$ cat src/rtl/stream_demux1to2.sv
// One-to-two stream demultiplexer: each accepted word is steered by in_sel into
// one of two independent single-entry output slots, with per-port handshake counters.
module stream_demux1to2 #(
  parameter int WIDTH = 32,
  parameter int CNT_W = 16
) (
  input  logic             clk,
  input  logic             rst_n,
  input  logic             in_valid,
  output logic             in_ready,
  input  logic             in_sel,
  input  logic [WIDTH-1:0] in_data,
  output logic             out0_valid,
  input  logic             out0_ready,
  output logic [WIDTH-1:0] out0_data,
  output logic             out1_valid,
  input  logic             out1_ready,
  output logic [WIDTH-1:0] out1_data,
  input  logic             clr_cnt,
  output logic [CNT_W-1:0] cnt0,
  output logic [CNT_W-1:0] cnt1
);

  logic             valid0_q, valid0_d;
  logic             valid1_q, valid1_d;
  logic [WIDTH-1:0] data0_q, data0_d;
  logic [WIDTH-1:0] data1_q, data1_d;
  logic [CNT_W-1:0] cnt0_q, cnt0_d;
  logic [CNT_W-1:0] cnt1_q, cnt1_d;

  logic hs0, hs1, accept, load0, load1;

  assign hs0 = valid0_q && out0_ready;
  assign hs1 = valid1_q && out1_ready;

  // A slot draining this cycle can take a new word without a bubble.
  assign in_ready = in_sel ? (!valid1_q || hs1) : (!valid0_q || hs0);
  assign accept   = in_valid && in_ready;
  assign load0    = accept && !in_sel;
  assign load1    = accept && in_sel;

  always_comb begin
    valid0_d = valid0_q;
    valid1_d = valid1_q;
    data0_d  = data0_q;
    data1_d  = data1_q;
    if (hs0)   valid0_d = 1'b0;
    if (hs1)   valid1_d = 1'b0;
    if (load0) begin
      valid0_d = 1'b1;
      data0_d  = in_data;
    end
    if (load1) begin
      valid1_d = 1'b1;
      data1_d  = in_data;
    end
  end

  // Clear wins over a same-cycle handshake increment.
  always_comb begin
    cnt0_d = cnt0_q;
    cnt1_d = cnt1_q;
    if (clr_cnt) begin
      cnt0_d = '0;
      cnt1_d = '0;
    end else begin
      if (hs0) cnt0_d = cnt0_q + 1'b1;
      if (hs1) cnt1_d = cnt1_q + 1'b1;
    end
  end

  always_ff @(posedge clk or negedge rst_n) begin
    if (!rst_n) begin
      valid0_q <= 1'b0;
      valid1_q <= 1'b0;
      data0_q  <= '0;
      data1_q  <= '0;
      cnt0_q   <= '0;
      cnt1_q   <= '0;
    end else begin
      valid0_q <= valid0_d;
      valid1_q <= valid1_d;
      data0_q  <= data0_d;
      data1_q  <= data1_d;
      cnt0_q   <= cnt0_d;
      cnt1_q   <= cnt1_d;
    end
  end

  assign out0_valid = valid0_q;
  assign out1_valid = valid1_q;
  assign out0_data  = data0_q;
  assign out1_data  = data1_q;
  assign cnt0       = cnt0_q;
  assign cnt1       = cnt1_q;

endmodule

$ cat config.mk
export PLATFORM = sky130hd
export DESIGN_NAME = stream_demux1to2
export DESIGN_NICKNAME = d
export VERILOG_FILES = /design/src/rtl/stream_demux1to2.sv
export SDC_FILE = /design/constraint.sdc
export NUM_CORES = 1
export LEC_CHECK = 0
export ABC_AREA = 1
export CAP_MARGIN = 20
export CORE_MARGIN = 1
export CORE_UTILIZATION = 46
export DETAILED_ROUTE_END_ITERATION = 10
export HOLD_SLACK_MARGIN = 0.1
export PLACE_DENSITY = 0.87
export SETUP_SLACK_MARGIN = 0.5
export SYNTH_ARGS = -nofsm -noshare
export SYNTH_HDL_FRONTEND = slang
export SYNTH_SLANG_ARGS = --single-unit
$ cat constraint.sdc
create_clock -name clk -period 1.6 [get_ports clk]
set_input_delay 0.48 -clock clk [delete_from_list [all_inputs] [get_ports clk]]
set_output_delay 0.48 -clock clk [all_outputs]
set_load 0.1 [all_outputs]
==> impl_metrics.ini, run 1 <==
[yosys]
synth_top_area_share_pct = 56.3
synth.avg_cell_area_um2 = 8.98
synth_area_leaders = dfrtp_1 (56%), nand2_1 (10%), inv_1 (5.3%), o21ai_2 (4.6%), nor2_1 (4.2%)
yosysWarnings = 0
syn_area_um2 = 4350
synth_top_area_cell = dfrtp_1
synth_nets = 526
ys_types = 27
ys_seq_area_share_pct = 56.3
synth-seq-cells = 98
postSynthCellCount = 485

[clocking]
cts_sinks = 98
cts_buffers = 9
h-tree-depth = 3
root_buffer = clkbuf_8
clk_path_buf_depth = 2

[placed_design]
dpl.cell_count = 737
place.gp.congestion = 0.859
dp_slack_ns = -0.460
dpl.hpwl_um = 9340
port_buffers = 137

[outcome]
failed_stage = global routing
status = aborted with a tool error
firstError = [ERROR DPL-0038] Utilization greater than 100%, impossible to legalize

[die]
die_y_um = 99.3
num_rows = 35
die_w_um = 99.3
boundaryPins = 138
start_util_pct = 47.3

[global_routing]
grt_max_degree = 50

[timing]
crit_endpoint = in_ready
timing.worst_endpoint.kind = primary output
## stage by stage
| stage | cell area [um2] | hold slack, ns |
|---|---|---|
| after global placement | 7500 | 0.492 |
| after floorplan | 4970 | 0.184 |
| after detailed placement | 7500 | 0.499 |
| after CTS | 8600 | 0.104 |
## cell usage after synthesis
cell type	count
dfrtp_1	98
nand2_4	1
a31oi_1	2
inv_2	1
buf_2	3
nand4_1	3
xor2_1	2
nor2_4	3
nand3_1	14
a21oi_1	14
o21a_1	2
nor3_1	7
nor2_1	49
buf_6	10
ha_1	2
o21ai_2	23
nand2_2	5
nor2_2	4
nand2_1	116
o21ai_0	29
nand3b_1	2
o21ai_1	25
a211oi_1	3
nor2_8	1
buf_4	2
clkbuf_1	2
inv_1	62
## cell families after synthesis
family                   after synthesis  share of synthesized area, %
flip-flops                            98                          56.3
buffers and inverters                 80                          8.88
AO/OA/AOI/OAI                         98                          13.6
XOR/XNOR                               2                         0.402
AND/OR/NAND/NOR                      205                          20.2
adder cells (fa/ha/maj)                2                         0.575
## what timing repair did
item / CTS
resized for setup: 88
hold buffers: 0
setup endpoints to repair: 197
gates cloned: 5
buffers inserted: 63
pin swaps: 31
==> run 2, diff against run 1 <==
--- a/config.mk
+++ b/config.mk
@@ -8,11 +8,9 @@
 export ABC_AREA = 1
 export CAP_MARGIN = 20
 export CORE_MARGIN = 1
-export CORE_UTILIZATION = 46
+export CORE_UTILIZATION = 40
 export DETAILED_ROUTE_END_ITERATION = 10
-export HOLD_SLACK_MARGIN = 0.1
-export PLACE_DENSITY = 0.87
-export SETUP_SLACK_MARGIN = 0.5
+export PLACE_DENSITY_LB_ADDON = 0.15
 export SYNTH_ARGS = -nofsm -noshare
 export SYNTH_HDL_FRONTEND = slang
 export SYNTH_SLANG_ARGS = --single-unit
==> impl_metrics.ini, run 2 <==
[layout]
antennaDiodeCount = 0
layout_common_cells = nand2_1 (115), buf_12 (103), dfrtp_1 (66)
fillCellCount = 763
area_growth_pct = 67.3
final_common_cell = nand2_1
regArea_um2 = 2500
nets = 682
multiInputGateArea_um2 = 1560
drive_gt1_share_pct = 33.4

[routing]
viasPerCell = 4.70
drtIter0Drc = 140
wl_um = 10600
wire_per_inst_um = 13.6
drtAntennaViolNets = 0
drc = 0
drt_pass1_iterations = 4
vias = 3678

[die]
num_rows = 37
start_util_pct = 41.8
die_y_um = 106
die_area_um2 = 11300
boundaryPins = 138
core_um2 = 10400
die_w_um = 106

[yosys]
synth-seq-cells = 98
synth.most_common_cell = nand2_1
synth_area_leaders = dfrtp_1 (56%), nand2_1 (10%), inv_1 (5.3%), o21ai_2 (4.6%), nor2_1 (4.2%)
ys_async_sr_fraction_pct = 100
synth_edf_count = 0
synth-main-ff-cell = dfrtp_1
ys_types = 27
synth_top_area_share_pct = 56.3
ys_seq_area_share_pct = 56.3
synth_commonest_cells = nand2_1 (116), dfrtp_1 (98), inv_1 (62), nor2_1 (49), o21ai_0 (29)
synth_top_area_cell = dfrtp_1
synth.avg_cell_area_um2 = 8.98
postSynthCellCount = 485
syn_area_um2 = 4350
yosysWarnings = 0
synth_nets = 526

[global_routing]
grt_pass1_wl_um = 18100
antenna_found_initial = 0
global_route.usage.met2_pct = 34.7
grt_util_met1_pct = 24.1
busiest_layer = met2
grt_pass1_vias = 3755
grt_max_degree = 49
grt-ovfl-total = 0
track_usage_pct = 20.4
met3_usage_pct = 6.32

[timing]
slew_headroom_pct = 76.1
period_share_pct = 113
worstMarginPinSlew_ns = 0.359
holdWs_ns = 0.0223
tns_ns = -0.339
fin_ws_ns = -0.201
min_period_ns = 1.80
fmax_ghz = 0.555
skew_ns = 0.0162
maxSlewViolCount = 0
timing_hold_violations_final = 0
rsz0062_at_grt = yes
finalSetupViolCount = 2

[placed_design]
place.gp.congestion = 0.845
dpl.hpwl_um = 8120
port_buffers = 137

[clocking]
cts_tree = done
cts.clk_slew.worst_paths_ns = 0.10
h-tree-depth = 3
cts_sinks = 98
clock_latency_ns = 0.35
cts_buffers = 9
clk_path_buf_depth = 2
ctsHoldBuffers = 0
root_buffer = clkbuf_8

[outcome]
status = finished with violations
violations = setup timing

[setup_path]
path_max_fanout = 2
reg2reg_to = cnt0[3]
criticalPathCategory = reg2out
r2r-start = out0_valid
critPathArrivalTime_ns = 1.32
max_stage_delay_ns = 0.50
cp_cell_sequence = nand2_4 > nor2_2 > a31oi_4 > buf_12
rrSetupSlack_ns = 0.20
start_kind = flip-flop
cp.required_ns = 1.12
crit_path_top_delay_cell = dfrtp_4
worst_r2r_path_depth = 7
cp-end-kind = output pin

[flow_run]
maxCapViolCount = 0

[power_and_ir_drop]
powerDensity_nw_per_um2 = 1200
leakagePower_nw = 3.30
ir_drop_mv = 0.804

[worst_hold_path]
hold_path_class = in2async
[run 2: logic make-up after synthesis]
group,count (synthesis),share of synthesized area (%)
fa+ha+maj,2,0.575
xor+xnor,2,0.402
flops,98,56.3
compound gates,98,13.6
buf+inv,80,8.88
simple gates,205,20.2
[run 2: worst max path at each step]
stage                           from       end  depth (start not counted)
after CTS                 out0_valid  in_ready                          4
after detailed placement  out0_ready  in_ready                          6
after global routing      out0_valid  in_ready                          4
final                     out0_valid  in_ready                          4
after global placement    out0_ready  in_ready                          6
after floorplan           out0_valid  in_ready                          3
[run 2: area by class of cell]
class,count,area share [%]
repair buffers,162,35.7
clock buffers,10,1.75
multi-input cells,307,21.4
clock inverters,6,1.24
well taps,136,2.34
flip-flops and latches,98,34.4
inverters,63,3.25
[run 2: critical path, delay by kind of cell (launching register included)]
kind / cells / cell delay, ns
AND/OR/NAND/NOR: 2 / 0.11
AO/OA/AOI/OAI: 1 / 0.17
buffers and inverters: 1 / 0.19
flip-flops: 1 / 0.50
[run 2: stage by stage]
stage               setup slack [ns]  util, %  area [um2]  instances  power (mW)
global placement              -0.391     67.7        7050        764        6.98
CTS                           -0.236     69.8        7270        781        8.80
finish                        -0.201     69.9        7280        782        8.71
floorplan                     -0.242        -        4440        485        5.38
global route                  -0.251     69.9        7280        782        9.03
detailed placement            -0.414     67.7        7050        764        7.02
[run 2: routing by layer]
metal  routed length (um)  part of all wire (%)  up-vias
met4                  134                   1.3        0
met5                    0                     0        -
met1                 4270                    40     1716
met3                  771                   7.3       11
li1                     -                     -     1838
met2                 5440                    51      113
[run 2: repair_timing]
| action | 4_1_cts | 5_1_grt |
|---|---|---|
| buffers inserted | 1 | 1 |
| resized for setup | 4 | 1 |
| setup endpoints to repair | 1 | 2 |
| pin swaps | 1 | 0 |
[run 2: report_power, final]
part           internal (mW)  switching (mW)  leakage [nW]  total (mW)
Combinational           1.34            2.54          1.98        3.88
Sequential              2.75           0.319          1.21        3.07
Clock                  0.888           0.869         0.107        1.76
Total                   4.98            3.73          3.30        8.71
Power figures use the tool's default switching activity.
